### config.mk
export PLATFORM = sky130hd
export DESIGN_NAME = multiply_control
export DESIGN_NICKNAME = d
export VERILOG_FILES = /design/src/rtl/mult_pkg.sv /design/src/rtl/multiply_control.sv
export SDC_FILE = /design/constraint.sdc
export NUM_CORES = 1
export LEC_CHECK = 0
export ABC_AREA = 1
export CAP_MARGIN = 20
export CORE_MARGIN = 5
export CORE_UTILIZATION = 35
export CTS_BUF_LIST = sky130_fd_sc_hd__clkbuf_4 sky130_fd_sc_hd__clkbuf_8
export DETAILED_ROUTE_END_ITERATION = 8
export PLACE_DENSITY_LB_ADDON = 0.25
export SKIP_CTS_REPAIR_TIMING = 1
export SLEW_MARGIN = 20
export SYNTH_ARGS = -nofsm -noshare
export SYNTH_HDL_FRONTEND = slang
export SYNTH_SLANG_ARGS = --single-unit
export TNS_END_PERCENT = 1
### constraint.sdc
create_clock -name clk -period 2.5 [get_ports clk]
set_clock_uncertainty 0.1 [all_clocks]
set_input_delay 0.375 -clock clk [delete_from_list [all_inputs] [get_ports clk]]
set_output_delay 0.375 -clock clk [all_outputs]
set_load 0.1 [all_outputs]
### src/rtl/mult_pkg.sv
// Shared definitions for the shift-add multiplier: state encoding of the
// control FSM and the default iteration count (multiplier width).
// Ports: none (package).
package mult_pkg;

  localparam int ITER_DEFAULT = 32;

  typedef enum logic [2:0] {
    ST_IDLE  = 3'd0,
    ST_LOAD  = 3'd1,
    ST_ITER  = 3'd2,
    ST_SHIFT = 3'd3,
    ST_DONE  = 3'd4
  } state_e;

endpackage

### src/rtl/multiply_control.sv
// Control FSM for a sequential shift-add multiplier. It sequences the
// Product register: one load cycle, then ITER iterations where each
// iteration is either a single shift cycle (multiplier bit 0) or an add
// cycle followed by a shift cycle (multiplier bit 1), then a one-cycle
// done pulse.
// Ports:
//   clk         - clock, all state changes on rising edge
//   reset       - synchronous active-high reset
//   run         - start request, only honoured in IDLE
//   product_lsb - bit 0 of the Product register (current multiplier bit)
//   wrctrl      - Product register loads the multiplier
//   strctrl     - Product register stores adder result into upper half
//   ready       - Product register holds its value
//   busy        - operation in progress (LOAD, ITER, SHIFT)
//   done        - one-cycle pulse, product complete
module multiply_control
  import mult_pkg::*;
#(
  parameter int ITER = ITER_DEFAULT
) (
  input  logic clk,
  input  logic reset,
  input  logic run,
  input  logic product_lsb,
  output logic wrctrl,
  output logic strctrl,
  output logic ready,
  output logic busy,
  output logic done
);

  localparam int CW = (ITER > 1) ? $clog2(ITER) : 1;
  localparam logic [CW-1:0] LAST = CW'(ITER - 1);

  state_e        state_q, state_d;
  logic [CW-1:0] cnt_q, cnt_d;

  always_ff @(posedge clk) begin
    if (reset) begin
      state_q <= ST_IDLE;
      cnt_q   <= '0;
    end else begin
      state_q <= state_d;
      cnt_q   <= cnt_d;
    end
  end

  always_comb begin
    state_d = state_q;
    cnt_d   = cnt_q;
    wrctrl  = 1'b0;
    strctrl = 1'b0;
    ready   = 1'b0;
    busy    = 1'b0;
    done    = 1'b0;
    unique case (state_q)
      ST_IDLE: begin
        ready = 1'b1;
        if (run) state_d = ST_LOAD;
      end
      ST_LOAD: begin
        wrctrl  = 1'b1;
        busy    = 1'b1;
        cnt_d   = '0;
        state_d = ST_ITER;
      end
      ST_ITER: begin
        busy    = 1'b1;
        // Mealy: an add is needed exactly when the current multiplier bit is 1.
        strctrl = product_lsb;
        if (product_lsb) begin
          state_d = ST_SHIFT;
        end else if (cnt_q == LAST) begin
          // Terminal compare on the pre-increment value; counter is left
          // untouched so it never wraps.
          state_d = ST_DONE;
        end else begin
          cnt_d   = cnt_q + 1'b1;
          state_d = ST_ITER;
        end
      end
      ST_SHIFT: begin
        busy = 1'b1;
        if (cnt_q == LAST) begin
          state_d = ST_DONE;
        end else begin
          cnt_d   = cnt_q + 1'b1;
          state_d = ST_ITER;
        end
      end
      ST_DONE: begin
        ready   = 1'b1;
        done    = 1'b1;
        state_d = ST_IDLE;
      end
      default: begin
        state_d = ST_IDLE;
        cnt_d   = '0;
      end
    endcase
  end

endmodule

Word-level counts from Yosys, hierarchy flattened
Cells that the tools add are included.
W data, S select, Z words.
{"block": "word_totals", "regBits": 8}
{"block": "op_classes", "n_addsub": 1, "n_eq_ne": 7, "n_mux": 12, "bitwise": 1, "n_reduce_logical": 4}
{"operator": "$pmux W5 S3", "count": 1}
{"operator": "$pmux W3 S4", "count": 1}
{"operator": "$mux W5", "count": 2}
{"operator": "$mux W3", "count": 3}
{"operator": "$eq A3 B2 Y1 const B", "count": 2}
{"operator": "$add A5 B1 Y5 const B", "count": 1}
{"operator": "$eq A5 B5 Y1 const B", "count": 1}
{"operator": "$mux W1", "count": 5}
{"operator": "$ne A2 B2 Y1 const B", "count": 2}
{"operator": "$eq A3 B1 Y1 const B", "count": 1}
{"operator": "$eq A3 B3 Y1 const B", "count": 1}
{"operator": "$logic_not A3 Y1", "count": 1}
{"operator": "$reduce_or A3 Y1", "count": 1}
{"operator": "$reduce_and A2 Y1", "count": 1}
{"operator": "$reduce_or A2 Y1", "count": 1}
{"operator": "$not A1 Y1", "count": 1}

Longest topological paths before layout
Gate-level depths: netlist of run 1.
{"block": "logic_depth", "word_depth": 4, "depth_mapped": 11}

Worst setup path after synthesis of run 1
OpenSTA, ideal clock, no wires.
{"block": "synth_path", "path_kind": "reg-to-output", "startpoint": "reg state_q[1]", "endpoint": "out done", "arrival_time_ns": 2.690, "required_time_ns": 2.025, "setup_slack_ns": -0.665, "stages_incl_launch_ff": 4, "cell_sequence": "dfxtp_1 nor2_2 inv_2 nor2_1"}
{"block": "synth_via", "elab_chain_len": 2}
{"element": "from (decl)", "line": "multiply_control.sv:35", "source": "state_e state_q, state_d;"}
{"element": "from (signal assigned)", "line": "multiply_control.sv:43", "source": "state_q <= state_d;"}
{"element": "$eq A3 B3 Y1", "line": "multiply_control.sv:56", "source": "unique case (state_q)"}
{"element": "$mux W1", "line": "multiply_control.sv:56"}
{"element": "to (decl)", "line": "multiply_control.sv:29", "source": "output logic done"}
No other way between the ends.

Worst setup path in the final report of run 1
{"block": "layout_path", "startpoint": "in product_lsb", "endpoint": "out strctrl"}
{"block": "layout_via", "elab_chain_len": 1}
{"element": "from (decl)", "line": "multiply_control.sv:24", "source": "input logic product_lsb,"}
{"element": "$mux W1", "line": "multiply_control.sv:56"}
{"element": "to (decl)", "line": "multiply_control.sv:26", "source": "output logic strctrl,"}
No other way between the ends.

==> summary.txt, run 1 <==
CTS
  – Clock slew at reported path FFs: about 0.050 ns
  – Clock Latency Late Sink: 0.25 ns
  – CTS tree: done
  – Clk buf depth: 2
  – CTS H-tree depth: 1
  – CTS Buf Count: 3
  – CTS Root Cell: clkbuf_4
  – Clock Sinks: 8

GRT
  – Largest net degree at the start of global routing: 8
  – Gr usage total: roughly an eighth
  – Global-route wire length before repair: 1.76 mm
  – Congestion Overflow GR: 0
  – Antenna violations before repair: 0
  – Vias in the first global route: approximately 430

Critical path
  – Critical Path RT: 2.03 ns
  – CP startpoint kind: primary input
  – Crit path DAT: 1.37 ns
  – Crit-path max cell delay: about 0.5 ns
  – Crit-path cells: clkdlybuf4s50_1, nand3_2, inv_2, buf_12
  – Crit-path leading delay family: buffers and inverters
  – Worst path bufs/invs: 3
  – Cell at the slowest stage of the critical path: clkdlybuf4s50_1
  – Critical path class: primary input to output pin
  – Endpoint class of the critical path: output pin
  – Worst Path Max Fanout: 5

STA
  – Final Max Slew Viols: 0
  – Measured slew at the worst slew-check pin: 0.303 ns
  – Final hold viol count: 0
  – Final worst path period need: 1.85 ns
  – Setup violators final: 0
  – Highest clock rate: 541 MHz
  – Hold slack: 0.373 ns
  – Total negative slack: 0 ns
  – RSZ-0062 raised after global routing: false
  – Relative slew slack: about 80%
  – Final period utilization: 73.9%

Logic synthesis
  – Post-synthesis cell type count: 16
  – Mapped Cells: 68
  – Syn Nets: 74
  – Seq/Total Area, Yosys: 34.7%
  – Synth Register Bits: 8
  – Post-synthesis average cell area: 6.79 µm²
  – Syn Std Cell Area: 462 µm²
  – Ys Warns: 0

Die
  – Core Box Area: ~1300 µm²
  – I/O pin cnt: 9
  – DIE WIDTH: 46.3 µm
  – Chip height: 46.3 µm
  – Die ar.: 2150 µm²
  – Std cell rows: 13
  – Initial Util: 36.4%

Route
  – DR vias: 453
  – Routed Antenna Nets: 0
  – TritonRoute pass-1 iters: 2
  – Total Routed Length: approximately 1.0 mm
  – Routed vias/inst: 4.82
  – WL per Instance: 11.0 µm
  – Starting DRT DRC Count: 6
  – DRC Markers: 0

Power
  – PD cells: approximately 750 nW/µm²
  – Peak VDD IR: 0.289 mV
  – Pleak: 0.255 nW

Final layout
  – Number of fill cells: 137
  – Layout area overhead: 27.9%
  – Final nets: 87
  – Final antenna diode count: 0
  – Share of cells above drive strength 1: 24.1%

Status
  – Status: complete, no violations

Worst hold path
  – Hold WC Path Type: register to register

Placed design
  – Hpwl dp: 817 µm
  – Gp weighted congestion: 0.868
  – Port Buf Inserts: 8

Run
  – Max-cap violations: 0
## area by class of cell
cell class / instances / area [µm²] / area share (%)
tap: 15 / 18.8 / 3.18
sequential: 8 / 160 / 27.1
multi-input combinational: 51 / 275 / 46.6
clock buffer: 3 / 22.5 / 3.81
timing repair buffer: 8 / 80.1 / 13.6
inverter: 9 / 33.8 / 5.72
## final timing paths
| kind | startpoint | to | slack (ns) | cells past startpoint |
|---|---|---|---|---|
| setup / recovery | product_lsb | strctrl | 0.65 | 4 |
| hold / removal | cnt_q[4] | cnt_q[4] | 0.37 | 2 |
| setup reg to reg | cnt_q[0] | cnt_q[3] | 0.67 | 11 |
| hold reg to reg | cnt_q[4] | cnt_q[4] | 0.37 | 2 |
## flip-flops by register name (all words and copies together) (netlist names)
register and cells:
cnt_q 5, state_q 3
## where the power goes
part	total [W]	leakage, nW	switching [W]	internal, W
Clock	0.0000982	0.0138	0.0000433	0.0000549
Sequential	0.000155	0.0653	0.0000164	0.000139
Combinational	0.000189	0.176	0.000138	0.0000516
## cell families after synthesis
family,count (synthesis),synth area share [%]
AND/OR/NAND/NOR,40,42.3
AO/OA/AOI/OAI,9,10.3
buffers and inverters,9,7.32
flip-flops,8,34.7
adder cells (fa/ha/maj),2,5.42
## tightest hold or removal path: cells and delay by family (launching register included)
kind            cells  cell delay [ns]
compound gates      1             0.05
flops               1             0.31
simple gates        1             0.06
## per-layer routing
metal | GRT usage [%] | vias up | routed length, µm
met1 | 12.6 | 198 | 461
met5 | 0 | - | 0
met3 | 5.86 | 2 | 63
li1 | - | 243 | -
met2 | 19.2 | 10 | 493
met4 | 5.11 | 0 | 13
## synthesized netlist by cell type
cell type | n | share of area (%)
dfxtp_1 | 8 | 35
nor2_2 | 2 | 2.7
a21oi_1 | 4 | 4.3
nor3_1 | 3 | 3.3
ha_1 | 2 | 5.4
nand2_1 | 13 | 11
nand3_2 | 1 | 2.2
nand3_1 | 4 | 4.3
inv_2 | 3 | 2.4
nand2_2 | 2 | 2.7
nor2_1 | 11 | 8.9
o21ai_1 | 4 | 4.3
nor2_4 | 2 | 4.9
a211oi_1 | 1 | 1.6
inv_1 | 6 | 4.9
nand4_1 | 2 | 2.7
## cell usage in the layout, fill, tap and decap left out
cell type,Yosys,routed
nor2_1,11,10
nand3_1,4,4
nor2_2,2,2
ha_1,2,2
o21ai_1,4,4
nor2_4,2,3
nand2_2,2,2
buf_4,0,4
clkdlybuf4s50_1,0,3
nand3_2,1,1
a21oi_1,4,4
clkbuf_4,0,3
nand2_1,13,13
nand4_1,2,2
nor3_1,3,3
dfxtp_1,8,8
a211oi_1,1,1
inv_1,6,6
inv_2,3,3
buf_12,0,1
## stage by stage
stage	instance area (µm²)	worst slack, ns	power (W)	util, %	instances
4_1_cts	591	0.661	0.000449	46.5	94
6_report	591	0.653	0.000442	46.5	94
5_1_grt	591	0.558	0.000469	46.5	94
2_1_floorplan	469	0.0568	0.000306	-	68
3_3_place_gp	568	0.681	0.000347	44.8	91
3_5_place_dp	568	0.667	0.000348	44.8	91
No activity file was read; power rests on OpenSTA's default activity.
==> inputs of run 2 (changes only) <==
==> constraint.sdc (replaced) <==
create_clock -name clk -period 1.9 [get_ports clk]
set_clock_uncertainty 0.1 [all_clocks]
set_input_delay 0.285 -clock clk [delete_from_list [all_inputs] [get_ports clk]]
set_output_delay 0.285 -clock clk [all_outputs]
set_load 0.1 [all_outputs]
==> summary.txt, run 2 (same netlist as run 1, synthesis figures left out) <==
Status
  – Status: complete, no violations

GRT
  – Gr usage total: 12.0% (+0.24 points)
  – Congestion Overflow GR: 0 (unchanged)
  – Global-route wire length before repair: 1.75 mm (-0.40%)
  – Antenna violations before repair: 0 (unchanged)
  – Vias in the first global route: 423 (-1.4%)
  – Largest net degree at the start of global routing: 8 (unchanged)

Die
  – Initial Util: 36.4% (unchanged)
  – I/O pin cnt: 9 (unchanged)
  – DIE WIDTH: 46.3 µm (unchanged)
  – Die ar.: 2150 µm² (unchanged)
  – Core Box Area: 1270 µm² (unchanged)
  – Chip height: 46.3 µm (unchanged)
  – Std cell rows: 13 (unchanged)

Worst hold path
  – Hold WC Path Type: register to register
  – Hold Startpoint: cnt_q[4]
  – Hold Path Stages: 2 (unchanged)

Final layout
  – Max FFs per register: 5 (unchanged)
  – Layout area overhead: 44.4%
  – Final antenna diode count: 0 (unchanged)
  – Commonest non-fill, non-tap cells in the layout: 13 x nand2_1, 8 x nor2_1, 7 x dfxtp_1, 6 x inv_1, 5 x buf_12
  – Number of fill cells: 119 (-13%)
  – Commonest non-fill, non-tap cell in the layout: nand2_1
  – Final nets: 88 (+1.1%)
  – Largest reg by FF count: cnt_q
  – Share of cells above drive strength 1: 31.3% (+7.2 points)
  – Design area: 667 µm² (+13%)
  – Top Registers: cnt_q (5), state_q (3)

Critical path
  – Worst Setup SP: state_q[2]
  – R2R Path Start: cnt_q[1]
  – Worst Reg2Reg Path Length in Cells: 11 (unchanged)
  – Worst Path Max Fanout: 5 (unchanged)
  – CP startpoint kind: register
  – Crit path DAT: 1.33 ns (-0.04 ns)
  – Endpoint class of the critical path: output pin
  – Critical path class: register to output pin
  – Critical Path RT: 1.51 ns (-0.52 ns)

Route
  – TritonRoute pass-1 iters: 4 (+2)
  – Starting DRT DRC Count: 6 (unchanged)
  – WL per Instance: 11.4 µm (+3.6%)
  – Routed Antenna Nets: 0 (unchanged)
  – Total Routed Length: 1.08 mm (+4.7%)
  – Routed vias/inst: 4.96 (+2.9%)
  – DR vias: 471 (+4.0%)
  – DRC Markers: 0 (unchanged)

Power
  – Pleak: 0.272 nW (+7.0%)
  – PD cells: 951 nW/µm² (+27%)
  – Peak VDD IR: 0.395 mV (+37%)
  – Final Power: 0.000634 W (+43%)

Placed design
  – Post-Place Worst Slack: 0.132 ns (-0.535 ns)
  – Hpwl dp: 856 µm (+4.7%)
  – Post-Place Cell Area: 636 µm² (+12%)
  – Port Buf Inserts: 8 (unchanged)
  – Gp weighted congestion: 0.818 (-5.7%)

STA
  – Measured slew at the worst slew-check pin: 0.309 ns (+0.00615 ns)
  – Total negative slack: 0 ns (unchanged)
  – RSZ-0062 raised after global routing: false
  – Final hold viol count: 0 (unchanged)
  – Final worst slack: 0.185 ns (-0.468 ns)
  – Final Max Slew Viols: 0 (unchanged)
  – Final period utilization: roughly nine tenths
  – Setup violators final: 0 (unchanged)
  – Relative slew slack: 79.3% (-0.37 points)
  – Highest clock rate: slightly below 600 MHz
  – Final worst path period need: 1.72 ns

Run
  – Max-cap violations: 0 (unchanged)

CTS
  – Clk buf depth: 2 (unchanged)
  – Clock Latency Late Sink: 0.25 ns (about the same)
  – Clock slew at reported path FFs: 0.05 ns (about the same)
  – CTS Root Cell: clkbuf_4
  – Clock Sinks: 8 (unchanged)
  – CTS Buf Count: 3 (unchanged)
  – CTS tree: done
  – CTS H-tree depth: 1 (unchanged)
==> run 2: changes by cell type in the layout (fill, tap and decap cells not counted), sizes merged <==
cell / before / now
buf: 5 / 6
==> run 2: layout make-up <==
type                    instances  area (µm²)  area share [%]
multi-input cells              51         293            43.9
flip-flops and latches          8         161            24.2
repair buffers                  9         138            20.6
inverters                       9        33.8            5.07
clock buffers                   3        22.5            3.38
well taps                      15        18.8            2.81
==> run 2: path summary, 6_finish.rpt <==
check	slack, ns	end
worst max-delay path	0.18	strctrl
worst min-delay path	0.38	cnt_q[4]
worst max register to register	0.22	cnt_q[3]
worst min register to register	0.38	cnt_q[4]
==> run 2: worst max-delay path, cell delays in order (launching register included) <==
cell     delay, ns
dfxtp_1       0.37
nor2_1        0.19
nand3_2       0.15
inv_2         0.17
buf_12        0.19
==> run 2: where the power goes <==
group	switching, W	internal [W]	leakage [nW]
logic	0.000197	0.000105	0.193
clock network	0.0000572	0.0000722	0.0138
registers	0.0000188	0.000183	0.0657
==> run 2: routing by layer <==
layer | GRT usage [%] | vias up | part of all wire, %
met5 | 0 | - | 0
met4 | 5.11 | 0 | 1.1
met3 | 5.86 | 2 | 6.3
met2 | 20.1 | 10 | 49
met1 | 12.6 | 209 | 43
li1 | - | 250 | -
==> run 2: metrics by stage <==
stage / std cells / hold WS, ns / util [%]
floorplan: 68 / 0.254 / -
global placement: 92 / 0.378 / 50.1
detailed placement: 92 / 0.369 / 50.1
CTS: 95 / 0.378 / 51.9
global route: 95 / 0.424 / 52.6
finish: 95 / 0.378 / 52.6
